**config.mk**
```make
export PLATFORM = sky130hd
export DESIGN_NAME = pipelined_csa_add_sub_flat
export DESIGN_NICKNAME = d
export VERILOG_FILES = /design/src/rtl/pipelined_csa_add_sub_pkg.sv /design/src/rtl/pipelined_csa_add_sub_if.sv /design/src/rtl/csa_block.sv /design/src/rtl/pipelined_csa_add_sub.sv /design/src/flat_wrapper.sv
export SDC_FILE = /design/constraint.sdc
export NUM_CORES = 1
export LEC_CHECK = 0
export ABC_AREA = 1
export CAP_MARGIN = 15
export CELL_PAD_IN_SITES_DETAIL_PLACEMENT = 1
export CELL_PAD_IN_SITES_GLOBAL_PLACEMENT = 1
export CORE_ASPECT_RATIO = 1.5
export CORE_MARGIN = 3
export CORE_UTILIZATION = 38
export DETAILED_ROUTE_END_ITERATION = 12
export PLACE_DENSITY_LB_ADDON = 0.1
export SLEW_MARGIN = 20
export SYNTH_ARGS = -nofsm -noshare
export SYNTH_HDL_FRONTEND = slang
export SYNTH_SLANG_ARGS = --single-unit
export TNS_END_PERCENT = 50
```
**constraint.sdc**
```tcl
create_clock -name clk -period 4.3 [get_ports clk]
set_clock_uncertainty 0.15 [all_clocks]
set_input_delay 0.86 -clock clk [delete_from_list [all_inputs] [get_ports clk]]
set_output_delay 0.86 -clock clk [all_outputs]
set_load 0.05 [all_outputs]
```
**src/rtl/pipelined_csa_add_sub_pkg.sv**
```systemverilog
// Shared defaults and signed-limit helpers for the pipelined carry-select add/sub unit.
package pipelined_csa_add_sub_pkg;

    localparam int unsigned DEFAULT_DATA_WIDTH  = 16;
    localparam int unsigned DEFAULT_BLOCK_WIDTH = 2;
    localparam int unsigned MAX_WIDTH           = 64;

    // Most positive two's-complement value of the given width, zero-extended to MAX_WIDTH.
    function automatic logic [MAX_WIDTH-1:0] signed_max(input int unsigned width);
        logic [MAX_WIDTH-1:0] v;
        v = '0;
        for (int unsigned i = 0; i < MAX_WIDTH; i++) begin
            if (i + 1 < width) v[i] = 1'b1;
        end
        return v;
    endfunction

    // Most negative two's-complement value of the given width, zero-extended to MAX_WIDTH.
    function automatic logic [MAX_WIDTH-1:0] signed_min(input int unsigned width);
        logic [MAX_WIDTH-1:0] v;
        v = '0;
        for (int unsigned i = 0; i < MAX_WIDTH; i++) begin
            if (i + 1 == width) v[i] = 1'b1;
        end
        return v;
    endfunction

endpackage

```
**src/rtl/pipelined_csa_add_sub_if.sv**
```systemverilog
// Operand/result handshake bundle; master drives operands and out_ready, slave is the adder.
interface pipelined_csa_add_sub_if
    import pipelined_csa_add_sub_pkg::*;
#(
    parameter int unsigned DATA_WIDTH = DEFAULT_DATA_WIDTH
) ();

    logic                  in_valid;
    logic                  in_ready;
    logic [DATA_WIDTH-1:0] a;
    logic [DATA_WIDTH-1:0] b;
    logic                  sub;
    logic                  out_valid;
    logic                  out_ready;
    logic [DATA_WIDTH-1:0] result;
    logic                  overflow;

    modport master (
        output in_valid, a, b, sub, out_ready,
        input  in_ready, out_valid, result, overflow
    );

    modport slave (
        input  in_valid, a, b, sub, out_ready,
        output in_ready, out_valid, result, overflow
    );

endinterface

```
**src/rtl/csa_block.sv**
```systemverilog
// One carry-select slice: two ripple adders (carry-in 0 and 1) with a 2:1 select on the real carry.
module csa_block #(
    parameter int unsigned BLOCK_WIDTH = 2
) (
    input  logic [BLOCK_WIDTH-1:0] x_i,
    input  logic [BLOCK_WIDTH-1:0] y_i,
    input  logic                   cin_i,
    output logic [BLOCK_WIDTH-1:0] sum_o,
    output logic                   cout_o
);

    logic [BLOCK_WIDTH-1:0] sum0, sum1;
    logic [BLOCK_WIDTH:0]   c0, c1;

    always_comb begin
        sum0  = '0;
        sum1  = '0;
        c0    = '0;
        c1    = '0;
        c1[0] = 1'b1;
        for (int unsigned i = 0; i < BLOCK_WIDTH; i++) begin
            sum0[i]  = x_i[i] ^ y_i[i] ^ c0[i];
            c0[i+1]  = (x_i[i] & y_i[i]) | (c0[i] & (x_i[i] ^ y_i[i]));
            sum1[i]  = x_i[i] ^ y_i[i] ^ c1[i];
            c1[i+1]  = (x_i[i] & y_i[i]) | (c1[i] & (x_i[i] ^ y_i[i]));
        end
    end

    assign sum_o  = cin_i ? sum1 : sum0;
    assign cout_o = cin_i ? c1[BLOCK_WIDTH] : c0[BLOCK_WIDTH];

endmodule

```
**src/rtl/pipelined_csa_add_sub.sv**
```systemverilog
// Two-stage carry-select adder/subtractor: low half in stage 1, high half plus overflow and
// optional saturation in stage 2, with valid/ready flow control on both ends.
module pipelined_csa_add_sub
    import pipelined_csa_add_sub_pkg::*;
#(
    parameter int unsigned DATA_WIDTH  = DEFAULT_DATA_WIDTH,
    parameter int unsigned BLOCK_WIDTH = DEFAULT_BLOCK_WIDTH,
    parameter bit          SATURATE    = 1'b1
) (
    input logic                    clk,
    input logic                    rst_n,
    pipelined_csa_add_sub_if.slave bus
);

    localparam int unsigned HALF = DATA_WIDTH / 2;
    localparam int unsigned NBLK = HALF / BLOCK_WIDTH;
    localparam logic [DATA_WIDTH-1:0] SMAX = DATA_WIDTH'(signed_max(DATA_WIDTH));
    localparam logic [DATA_WIDTH-1:0] SMIN = DATA_WIDTH'(signed_min(DATA_WIDTH));

    if (DATA_WIDTH % (2 * BLOCK_WIDTH) != 0) begin : g_width_check
        $error("DATA_WIDTH must be a multiple of 2*BLOCK_WIDTH");
    end

    // Stage 1: lower half
    logic [DATA_WIDTH-1:0] bp;
    logic [HALF-1:0]       sum_lo;
    logic [NBLK:0]         carry_lo;

    assign bp          = bus.sub ? ~bus.b : bus.b;
    assign carry_lo[0] = bus.sub;

    for (genvar i = 0; i < NBLK; i++) begin : g_lo
        csa_block #(
            .BLOCK_WIDTH(BLOCK_WIDTH)
        ) u_blk (
            .x_i   (bus.a[i*BLOCK_WIDTH +: BLOCK_WIDTH]),
            .y_i   (bp[i*BLOCK_WIDTH +: BLOCK_WIDTH]),
            .cin_i (carry_lo[i]),
            .sum_o (sum_lo[i*BLOCK_WIDTH +: BLOCK_WIDTH]),
            .cout_o(carry_lo[i+1])
        );
    end

    logic            s1_valid_q, s1_valid_d;
    logic [HALF-1:0] s1_sum_lo_q, s1_sum_lo_d;
    logic            s1_cout_q, s1_cout_d;
    logic [HALF-1:0] s1_a_hi_q, s1_a_hi_d;
    logic [HALF-1:0] s1_bp_hi_q, s1_bp_hi_d;
    logic            s1_sub_q, s1_sub_d;

    // Stage 2: upper half resumes from the registered low-half carry
    logic [HALF-1:0] sum_hi;
    logic [NBLK:0]   carry_hi;

    assign carry_hi[0] = s1_cout_q;

    for (genvar i = 0; i < NBLK; i++) begin : g_hi
        csa_block #(
            .BLOCK_WIDTH(BLOCK_WIDTH)
        ) u_blk (
            .x_i   (s1_a_hi_q[i*BLOCK_WIDTH +: BLOCK_WIDTH]),
            .y_i   (s1_bp_hi_q[i*BLOCK_WIDTH +: BLOCK_WIDTH]),
            .cin_i (carry_hi[i]),
            .sum_o (sum_hi[i*BLOCK_WIDTH +: BLOCK_WIDTH]),
            .cout_o(carry_hi[i+1])
        );
    end

    // Carry out of the MSB is meaningless for signed results; sub travels with the operands
    // for visibility only.
    logic unused_carry_hi;
    logic unused_s1_sub;
    assign unused_carry_hi = carry_hi[NBLK];
    assign unused_s1_sub   = s1_sub_q;

    logic                  s2_valid_q, s2_valid_d;
    logic [DATA_WIDTH-1:0] result_q, result_d;
    logic                  overflow_q, overflow_d;

    logic s1_en, s2_en;
    logic a_msb, bp_msb, raw_msb, ovf;

    assign s2_en = !s2_valid_q || bus.out_ready;
    assign s1_en = !s1_valid_q || s2_en;

    assign a_msb   = s1_a_hi_q[HALF-1];
    assign bp_msb  = s1_bp_hi_q[HALF-1];
    assign raw_msb = sum_hi[HALF-1];
    assign ovf     = (a_msb == bp_msb) && (raw_msb != a_msb);

    always_comb begin
        s1_valid_d  = s1_valid_q;
        s1_sum_lo_d = s1_sum_lo_q;
        s1_cout_d   = s1_cout_q;
        s1_a_hi_d   = s1_a_hi_q;
        s1_bp_hi_d  = s1_bp_hi_q;
        s1_sub_d    = s1_sub_q;
        s2_valid_d  = s2_valid_q;
        result_d    = result_q;
        overflow_d  = overflow_q;

        if (s1_en) begin
            s1_valid_d = bus.in_valid;
            if (bus.in_valid) begin
                s1_sum_lo_d = sum_lo;
                s1_cout_d   = carry_lo[NBLK];
                s1_a_hi_d   = bus.a[DATA_WIDTH-1:HALF];
                s1_bp_hi_d  = bp[DATA_WIDTH-1:HALF];
                s1_sub_d    = bus.sub;
            end
        end

        if (s2_en) begin
            s2_valid_d = s1_valid_q;
            if (s1_valid_q) begin
                overflow_d = ovf;
                if (SATURATE && ovf) begin
                    result_d = a_msb ? SMIN : SMAX;
                end else begin
                    result_d = {sum_hi, s1_sum_lo_q};
                end
            end
        end
    end

    always_ff @(posedge clk or negedge rst_n) begin
        if (!rst_n) begin
            s1_valid_q  <= 1'b0;
            s1_sum_lo_q <= '0;
            s1_cout_q   <= 1'b0;
            s1_a_hi_q   <= '0;
            s1_bp_hi_q  <= '0;
            s1_sub_q    <= 1'b0;
            s2_valid_q  <= 1'b0;
            result_q    <= '0;
            overflow_q  <= 1'b0;
        end else begin
            s1_valid_q  <= s1_valid_d;
            s1_sum_lo_q <= s1_sum_lo_d;
            s1_cout_q   <= s1_cout_d;
            s1_a_hi_q   <= s1_a_hi_d;
            s1_bp_hi_q  <= s1_bp_hi_d;
            s1_sub_q    <= s1_sub_d;
            s2_valid_q  <= s2_valid_d;
            result_q    <= result_d;
            overflow_q  <= overflow_d;
        end
    end

    assign bus.in_ready  = s1_en;
    assign bus.out_valid = s2_valid_q;
    assign bus.result    = result_q;
    assign bus.overflow  = overflow_q;

endmodule

```
**src/flat_wrapper.sv**
```systemverilog
// flat-port wrapper written by rule: the top's interface ports become plain ports
module pipelined_csa_add_sub_flat import pipelined_csa_add_sub_pkg::*;
#(
    parameter int unsigned DATA_WIDTH  = DEFAULT_DATA_WIDTH,
    parameter int unsigned BLOCK_WIDTH = DEFAULT_BLOCK_WIDTH,
    parameter bit          SATURATE    = 1'b1
)
  (clk, rst_n, bus_in_valid, bus_a, bus_b, bus_sub, bus_out_ready, bus_in_ready, bus_out_valid, bus_result, bus_overflow);
  pipelined_csa_add_sub_if #(.DATA_WIDTH(DATA_WIDTH)) bus_i ();
  input logic clk;
  input logic rst_n;
  input wire logic [$bits(bus_i.in_valid)-1:0] bus_in_valid;
  input wire logic [$bits(bus_i.a)-1:0] bus_a;
  input wire logic [$bits(bus_i.b)-1:0] bus_b;
  input wire logic [$bits(bus_i.sub)-1:0] bus_sub;
  input wire logic [$bits(bus_i.out_ready)-1:0] bus_out_ready;
  output wire logic [$bits(bus_i.in_ready)-1:0] bus_in_ready;
  output wire logic [$bits(bus_i.out_valid)-1:0] bus_out_valid;
  output wire logic [$bits(bus_i.result)-1:0] bus_result;
  output wire logic [$bits(bus_i.overflow)-1:0] bus_overflow;
  assign bus_i.in_valid = bus_in_valid;
  assign bus_i.a = bus_a;
  assign bus_i.b = bus_b;
  assign bus_i.sub = bus_sub;
  assign bus_i.out_ready = bus_out_ready;
  assign bus_in_ready = bus_i.in_ready;
  assign bus_out_valid = bus_i.out_valid;
  assign bus_result = bus_i.result;
  assign bus_overflow = bus_i.overflow;
  pipelined_csa_add_sub #(.DATA_WIDTH(DATA_WIDTH), .BLOCK_WIDTH(BLOCK_WIDTH), .SATURATE(SATURATE)) u_core (.clk(clk), .rst_n(rst_n), .bus(bus_i));
endmodule
```
=== Word level (Yosys, flattened, before mapping) ===
Cells that the tools add are included.

* Bits in registers: 44
* Input bits: 37
* Output and inout port bits: 19
* Logic and storage cells: 127

* Eq/ne operators: 2
* Multiplexer cells: 18
* Bitwise gates (word level): 92
* Reductions and logical operators: 7

{| class="wikitable"
|+ Operator list
! kind !! count
|-
| 16-bit 2-to-1 mux || 3
|-
| 1-bit XOR || 32
|-
| 1-bit bitwise AND || 29
|-
| 1-bit bitwise OR || 22
|-
| 2-bit 2-to-1 mux || 8
|-
| 16-bit inverter || 1
|-
| 1-bit inverter || 8
|-
| 1-bit 2-to-1 mux || 7
|-
| 2-bit AND reduction || 2
|-
| 1-bit logical NOT || 2
|-
| 1-bit logical OR || 2
|-
| 1-bit equality test || 1
|-
| 1-bit logical AND || 1
|-
| 1-bit != test || 1
|}

=== Logic depth before layout (Yosys ltp) ===
Gate-level depths: netlist of run 1.

* Depth in word-level cells: 11
* Gate-level depth with buffers: 18
* Depth with buffers taken out: 17

=== Modules after synthesis ===
A second synthesis of run 1 with hierarchy kept.

* Cells, all modules: 332
* Area total of the unflattened synthesis: 2671.3 um^2

{| class="wikitable"
|+ Modules (own cells, without submodules)
! module !! times used !! cells each !! area an instance (um^2) !! sequential area each (um^2)
|-
| pipelined_csa_add_sub || 1 || 204 || 1910.6 || 1101.1
|-
| csa_block || 8 || 16 || 95.1 || 0.0
|}

=== Least setup slack after synthesis of run 1 ===
Ideal clock, no wire load.

* Kind: input port to flip-flop
* From: input bus_sub
* To: register u_core.s1_sum_lo_q[7]
* Setup time: 0.117 ns
* Data arrival time: 3.614 ns
* Data required time: 4.033 ns
* Path slack: 0.419 ns
* Cell stages on the path: 14
* Path buffers: 2
* Cell sequence: buf_4 -> buf_4 -> xnor2_1 -> fa_1 -> nor2_1 -> a21oi_1 -> fa_1 -> nor2_1 -> a21oi_1 -> fa_1 -> o21ai_0 -> fa_1 -> nand2_1 -> nand2_1

* Longest elaborated chain between the ends: 9
* Elaborated cells on any way between the ends: 38
* Those cells by class: mux (5); bitwise (33)

{| class="wikitable"
|+ Ends and longest elaborated chain
! element !! line !! text
|-
| start, declared || flat_wrapper.sv:15 || <nowiki>input wire logic [$bits(bus_i.sub)-1:0] bus_sub;</nowiki>
|-
| 16-bit 2-to-1 mux || pipelined_csa_add_sub.sv:29 || <nowiki>assign bp = bus.sub ? ~bus.b : bus.b;</nowiki>
|-
| 1-bit bitwise AND or 1-bit XOR (tied branches) || csa_block.sv:23, csa_block.sv:25 ||
|-
| 1-bit bitwise OR || csa_block.sv:25 || <nowiki>c1[i+1] = (x_i[i] & y_i[i]) | (c1[i] & (x_i[i] ^ y_i[i]));</nowiki>
|-
| 1-bit bitwise AND || csa_block.sv:25 ||
|-
| 1-bit bitwise OR || csa_block.sv:25 ||
|-
| 1-bit 2-to-1 mux (3 in series) || csa_block.sv:30 || <nowiki>assign cout_o = cin_i ? c1[BLOCK_WIDTH] : c0[BLOCK_WIDTH];</nowiki>
|-
| 2-bit 2-to-1 mux (*) || csa_block.sv:29 || <nowiki>assign sum_o = cin_i ? sum1 : sum0;</nowiki>
|-
| via u_core.g_lo[3].u_blk.sum_o[1] || csa_block.sv:8 || <nowiki>output logic [BLOCK_WIDTH-1:0] sum_o,</nowiki>
|-
| end signal, assigned || pipelined_csa_add_sub.sv:139 || <nowiki>s1_sum_lo_q <= s1_sum_lo_d;</nowiki>
|-
| end, declared || pipelined_csa_add_sub.sv:45 || <nowiki>logic [HALF-1:0] s1_sum_lo_q, s1_sum_lo_d;</nowiki>
|}

Mark *: on every way through the listed nets, which the timed path passes. The rest lies on a longest branch.
A chain may end at the register's enable or synchronous reset.

=== Final worst setup path of run 1 ===
Same ends and word-level chain as after synthesis.

==> metrics.txt, run 1 <==
outcome=complete, no violations; area grow syn2layout=27.3%; global-route wire length before repair=roughly 9900 um; clock transition at the registers of the reported paths=roughly 90 ps; vias in the first global route=2,080; final core utilization=50.8%; critical path class=in2reg; routed wire length=about 5800 um; synthesized area=2480 um2; drt first pass iters=4; CTS tree=done; PwrDens=569 nW/um2; Yosys Warn Count=0; Reg2Reg Setup Slack=700 ps; post-synthesis mux area share=0.403%; Hold Path Stages=2; VDD IR-drop max=roughly 0.00035 V; Fin Setup TNS=0 ps; RR Endpoint=u_core.bus.result[0]$_DFFE_PN0P_; MaxCap Viol Count=0; Synth Area in XOR/XNOR=~8%; Die Footprint=7560 um2; Final Instance Count excl. Fillers=~400; clock latency on the worst-skew pair=300 ps; RSZ-0062 raised after global routing=no; synth cell count leaders=55 x nand2_1, 44 x dfrtp_1, 31 x inv_1, 29 x o21ai_0, 18 x xnor2_1; register area share after synthesis=between 40% and 50%; asr flop ratio synth=100%; Hold Path Class=reg2reg; Pins Over Slew Limit=0; gr ovfl total=0; most numerous cell in the Yosys netlist=nand2_1; DRC=0; DP Wirelength=4230 um; number of diodes=0; Worst slew margin=60.8%; simple-gate area share of the yosys netlist=15.3%; Leakage=1.47 nW; antenna viol nets, final=0; placed cells=387; area leader, netlist=dfrtp_1; syn_nets=about 330; total track usage=16.7%; Hold Violations, Final=0; num rows=35; top_reg_cell synth=dfrtp_1; fin crit share=between 90 and 100%; routed vias=1,899; Worst EP arrival=4050 ps; CP endpoint kind=flop; postcts setup bufs=0; width of the die=72.0 um; R2R Path Start=u_core.s1_bp_hi_q[0]$_DFFE_PN0P_; Avg Inst Size Synth=9.30 um2; area share of the largest cell type after synthesis=between 40% and 50%; Wirelength per Cell=14.7 um; htree depth=2; # IOs=56; largest family of logic cells by synthesized area=simple AND/OR/NAND/NOR gates; Clock Sinks=44; EDFF count, synth=0; initial antenna violation count=0; R2R cell count=16; clock buffer count from CTS=5; Final nets=378; Worst EP required=4340 ps; post-synthesis adder-cell area fraction=approximately an eighth; # setup viols final=0; root buf cell=clkbuf_8; Netlist cell types=22; Worst Tran Pin Value=585 ps; WHS Endpoint=u_core.s1_sum_lo_q[4]$_DFFE_PN0P_; Die Ht=105 um; clock buffer depth=2; Syn Inst Count=267; Starting DRT DRC Count=just under 80; Port Buf Inserts=55; Final Total Pwr=1.80 mW; top post-synthesis cells by area=dfrtp_1 44%, nand2_1 8.3%, ha_1 7.1%, xnor2_1 6.4%, o21ai_0 5.8%; largest net degree at the start of global routing=45; GP Congestion=between 0.7 and 0.8; Starting Density=39.9%; maximum clock rate=~250 MHz; FF+latch count, synth=44; Final min period=4010 ps; type of origin of the critical path=primary input; crit-path max FO=3; fill count=about 740; area of the core=6220 um2; Compound-Gate Fraction of Synth Area=10.4%; via/cell ratio=4.81; layout cell share with drive strength beyond 1=roughly 8.7%; min-delay src=u_core.s1_sum_lo_q[4]$_DFFE_PN0P_
==> worst max path at each step <==
stage,slack (ps),startpoint,end,cells after the start
CTS,170,bus_sub,u_core.s1_sum_lo_q[7]$_DFFE_PN0P_,14
finish,290,bus_sub,u_core.s1_sum_lo_q[7]$_DFFE_PN0P_,13
global placement,20,bus_sub,u_core.s1_sum_lo_q[7]$_DFFE_PN0P_,14
floorplan,420,bus_sub,u_core.s1_sum_lo_q[7]$_DFFE_PN0P_,14
detailed placement,-130,bus_sub,u_core.s1_sum_lo_q[7]$_DFFE_PN0P_,14
global route,40,bus_sub,u_core.s1_sum_lo_q[7]$_DFFE_PN0P_,13
==> layer usage <==
| metal | track usage, % | routed length [um] | vias up | share of wire [%] |
|---|---|---|---|---|
| met4 | 4.97 | 78 | 0 | 1.3 |
| met2 | 28.8 | 3120 | 37 | 54 |
| met1 | 20.9 | 2440 | 918 | 42 |
| met5 | 0 | 0 | - | 0 |
| met3 | 2.79 | 177 | 6 | 3.0 |
| li1 | - | - | 938 | - |
==> cells by family after synthesis <==
family,after synthesis
xor+xnor,23
flops,44
mux,1
buf+inv,44
simple gates,87
compound gates,47
fa+ha+maj,21
==> cell type report <==
cell class | count | area (um2) | share of cell area [%]
multi-input cells | 179 | 1160 | 36.8
flip-flops and latches | 44 | 1100 | 34.9
repair buffers | 57 | 567 | 17.9
inverters | 33 | 124 | 3.92
well taps | 74 | 92.6 | 2.93
clock buffers | 5 | 68.8 | 2.18
clock inverters | 3 | 42.5 | 1.35
==> worst max-delay path, stage by stage <==
cell	delay, ps
clkdlybuf4s50_1	590
xnor2_1	130
fa_1	450
nor2_1	110
a21oi_1	60
fa_1	390
nor2_1	100
a21oi_1	60
fa_1	410
o21ai_0	260
fa_1	460
nand2_1	100
nand2_1	70
==> registers in the layout, summed over array words and instances (netlist names) <==
register / flops
u_core.s1_valid_q: 1
u_core.s1_sum_lo_q: 8
u_core.s1_a_hi_q: 8
u_core.s1_bp_hi_q: 8
u_core.bus.overflow: 1
u_core.s1_cout_q: 1
u_core.bus.result: 16
u_core.bus.out_valid: 1
==> timing repair <==
| item | CTS | global route |
|---|---|---|
| hold buffers | 0 | 0 |
| setup endpoints to repair | 0 | 1 |
| gates resized for setup | 0 | 1 |
==> metrics by stage <==
step | instance area, um2 | hold WS [ps] | worst slack (ps)
6_report | 3160 | 341 | 288
5_1_grt | 3160 | 373 | 39.6
4_1_cts | 3150 | 346 | 166
3_5_place_dp | 3040 | 325 | -129
3_3_place_gp | 3040 | 317 | 24.2
2_1_floorplan | 2480 | 300 | 419
==> cell usage in the layout (no fill, tap or decap), types with 2 or more instances in the layout <==
master / n
ha_1: 14
buf_4: 2
xor2_1: 5
clkdlybuf4s50_1: 54
inv_2: 2
o21ai_2: 6
inv_1: 31
clkbuf_8: 5
fa_1: 7
a21oi_1: 7
nand3_1: 14
o21ai_1: 5
nand2_2: 7
o21ai_0: 29
xnor2_1: 18
nand2_1: 55
dfrtp_1: 44
nor2_1: 8
==> power breakdown <==
group          total, mW  internal, mW  switching (mW)
Combinational      0.857         0.305           0.552
Sequential         0.618         0.537          0.0812
Clock              0.322         0.172           0.150
Total               1.80          1.01           0.783
No activity file was read; power rests on OpenSTA's default activity.
==> inputs of run 2 (changes only) <==
- CORE_MARGIN: 3 -> not set
==> metrics.txt, run 2 (synthesized netlist as in run 1, its figures left out) <==
root buf cell=clkbuf_8; Worst slew margin=61.3%; WHS Endpoint=u_core.bus.result[15]$_DFFE_PN0P_; DP Area=3040 um2; Net Sw Frac=43.5%; R2R cell count=16; DRC=0; global-route wire length before repair=around 9500 um; clock latency on the worst-skew pair=roughly 300 ps; max reg flops=16; Final min period=about 4000 ps; crit-path cells=clkdlybuf4s50_1, buf_4, xnor2_1, ha_1, nor2_1, a21oi_1, fa_1, nor2_1, a21oi_1, fa_1, o21ai_0, fa_1, nand2_1, nand2_1; area grow syn2layout=27.1%; most frequent cells in the layout=55 x nand2_1, 54 x clkdlybuf4s50_1, 44 x dfrtp_1; Final nets=between 300 and 400; Hold Path Stages=2; Post-CTS Resized=0; routed wire length=5620 um; design area=roughly 3200 um2; slowest stage delay, CP=~580 ps; GP Congestion=roughly 0.73; via/cell ratio=4.87; part of the power in registers=34.5%; Pins Over Slew Limit=0; drt first pass iters=4; CP endpoint kind=flop; final core utilization=50.7%; largest net degree at the start of global routing=45; Pint=~1.0 mW; clock network fraction of total power=18.0%; num rows=35; min-delay src=u_core.bus.result[15]$_DFFE_PN0P_; hold_buf cts=0; width of the die=68.0 um; MaxCap Viol Count=0; gr ovfl total=0; PwrDens=between 500 and 600 nW/um2; R2R Path Start=u_core.s1_a_hi_q[0]$_DFFE_PN0P_; total track usage=between 15 and 20%; CTS tree=done; RSZ-0062 raised after global routing=no; Port Buf Inserts=55; clock buffer count from CTS=5; family with the most delay on the worst path=adder cells; initial antenna violation count=0; clock buffer depth=2; Crit path buffers/inverters=2; combinational share of power=47.6%; critical path class=in2reg; area of the core=between 6000 and 7000 um2; Starting Density=39.9%; Worst EP required=between 4000 and 5000 ps; Leakage=1.46 nW; Wirelength per Cell=14.2 um; fin crit share=93.6%; VDD IR-drop max=0.000382 V; Hold Path Class=reg2reg; Die Footprint=6870 um2; Reg2Reg Setup Slack=around 750 ps; number of diodes=0; layout cell share with drive strength beyond 1=a little under 9%; cell mode on critical path=fa_1; maximum clock rate=between 200 and 250 MHz; postcts setup bufs=0; crit-path max FO=14; commonest non-fill, non-tap cell in the layout=nand2_1; Net Sw Power=779 uW; Hold Violations, Final=0; antenna viol nets, final=0; DP Wirelength=4090 um; routed vias=1,923; vias in the first global route=approximately 2,000; Starting DRT DRC Count=between 70 and 80; htree depth=2; Worst Tran Pin Value=578 ps; type of origin of the critical path=primary input; RR Endpoint=u_core.bus.result[1]$_DFFE_PN0P_; # IOs=56; clock transition at the registers of the reported paths=90 ps; Fin Setup TNS=0 ps; Clock Sinks=44; outcome=complete, no violations; Worst EP arrival=between 4000 and 5000 ps; slowest CP cell=clkdlybuf4s50_1; # setup viols final=0; Die Ht=101 um
## run 2: cell counts in the layout (fill, tap and decap cells not counted)
Identical to the previous run, type by type.
## run 2: per-layer routing
| layer | vias to the layer above | global-route usage (%) | share of wire (%) |
|---|---|---|---|
| met2 | 36 | 31.6 | 52 |
| li1 | 938 | - | - |
| met1 | 942 | 23.6 | 44 |
| met4 | 0 | 6.25 | 1.5 |
| met3 | 7 | 2.38 | 2.8 |
| met5 | - | 0 | 0 |
## run 2: cell type report
cell class	count	area, um2
fill	731	3060
multi-input combinational	179	1160
sequential	44	1100
timing repair buffer	57	563
inverter	33	124
tap	74	92.6
clock buffer	5	68.8
clock inverter	3	42.5
## run 2: worst register-to-register path: stages (launching register included)
cell     delay [ps]
dfrtp_1         370
inv_1            60
ha_1            190
nand2_1          60
o21ai_0         100
fa_1            430
nor2_1          120
a21oi_1          60
fa_1            440
nor2_1          110
a21oi_1          60
fa_1            460
o21ai_2         250
nand2_2          80
nand2_2         290
o21ai_0         150
nand2_1         100
## run 2: power groups by stage
stage                     logic [mW]  clock network (mW)  registers (mW)
after CTS                      0.869               0.331           0.622
final                          0.853               0.322           0.618
after global placement         0.846                   0           0.622
after global routing           0.935               0.343           0.636
after floorplan                0.332                   0           0.878
after detailed placement       0.862                   0           0.630
## run 2: how the worst max path moves through the flow
stage	startpoint	endpoint	slack (ps)	depth (start not counted)
floorplan	bus_sub	u_core.s1_sum_lo_q[7]$_DFFE_PN0P_	420	14
global placement	bus_sub	u_core.s1_sum_lo_q[7]$_DFFE_PN0P_	10	14
detailed placement	bus_sub	u_core.s1_sum_lo_q[7]$_DFFE_PN0P_	-120	14
CTS	bus_sub	u_core.s1_sum_lo_q[7]$_DFFE_PN0P_	200	14
global route	bus_sub	u_core.s1_sum_lo_q[7]$_DFFE_PN0P_	50	14
finish	bus_sub	u_core.s1_sum_lo_q[7]$_DFFE_PN0P_	280	14
## run 2: stage by stage
| stage | hold slack [ps] | power, mW | cells | setup WS, ps |
|---|---|---|---|---|
| 3_3_place_gp | 313 | 1.47 | 387 | 14.2 |
| 6_report | 336 | 1.79 | 395 | 276 |
| 3_5_place_dp | 316 | 1.49 | 387 | -118 |
| 5_1_grt | 377 | 1.91 | 395 | 48.6 |
| 4_1_cts | 340 | 1.82 | 395 | 195 |
| 2_1_floorplan | 300 | 1.21 | 267 | 419 |
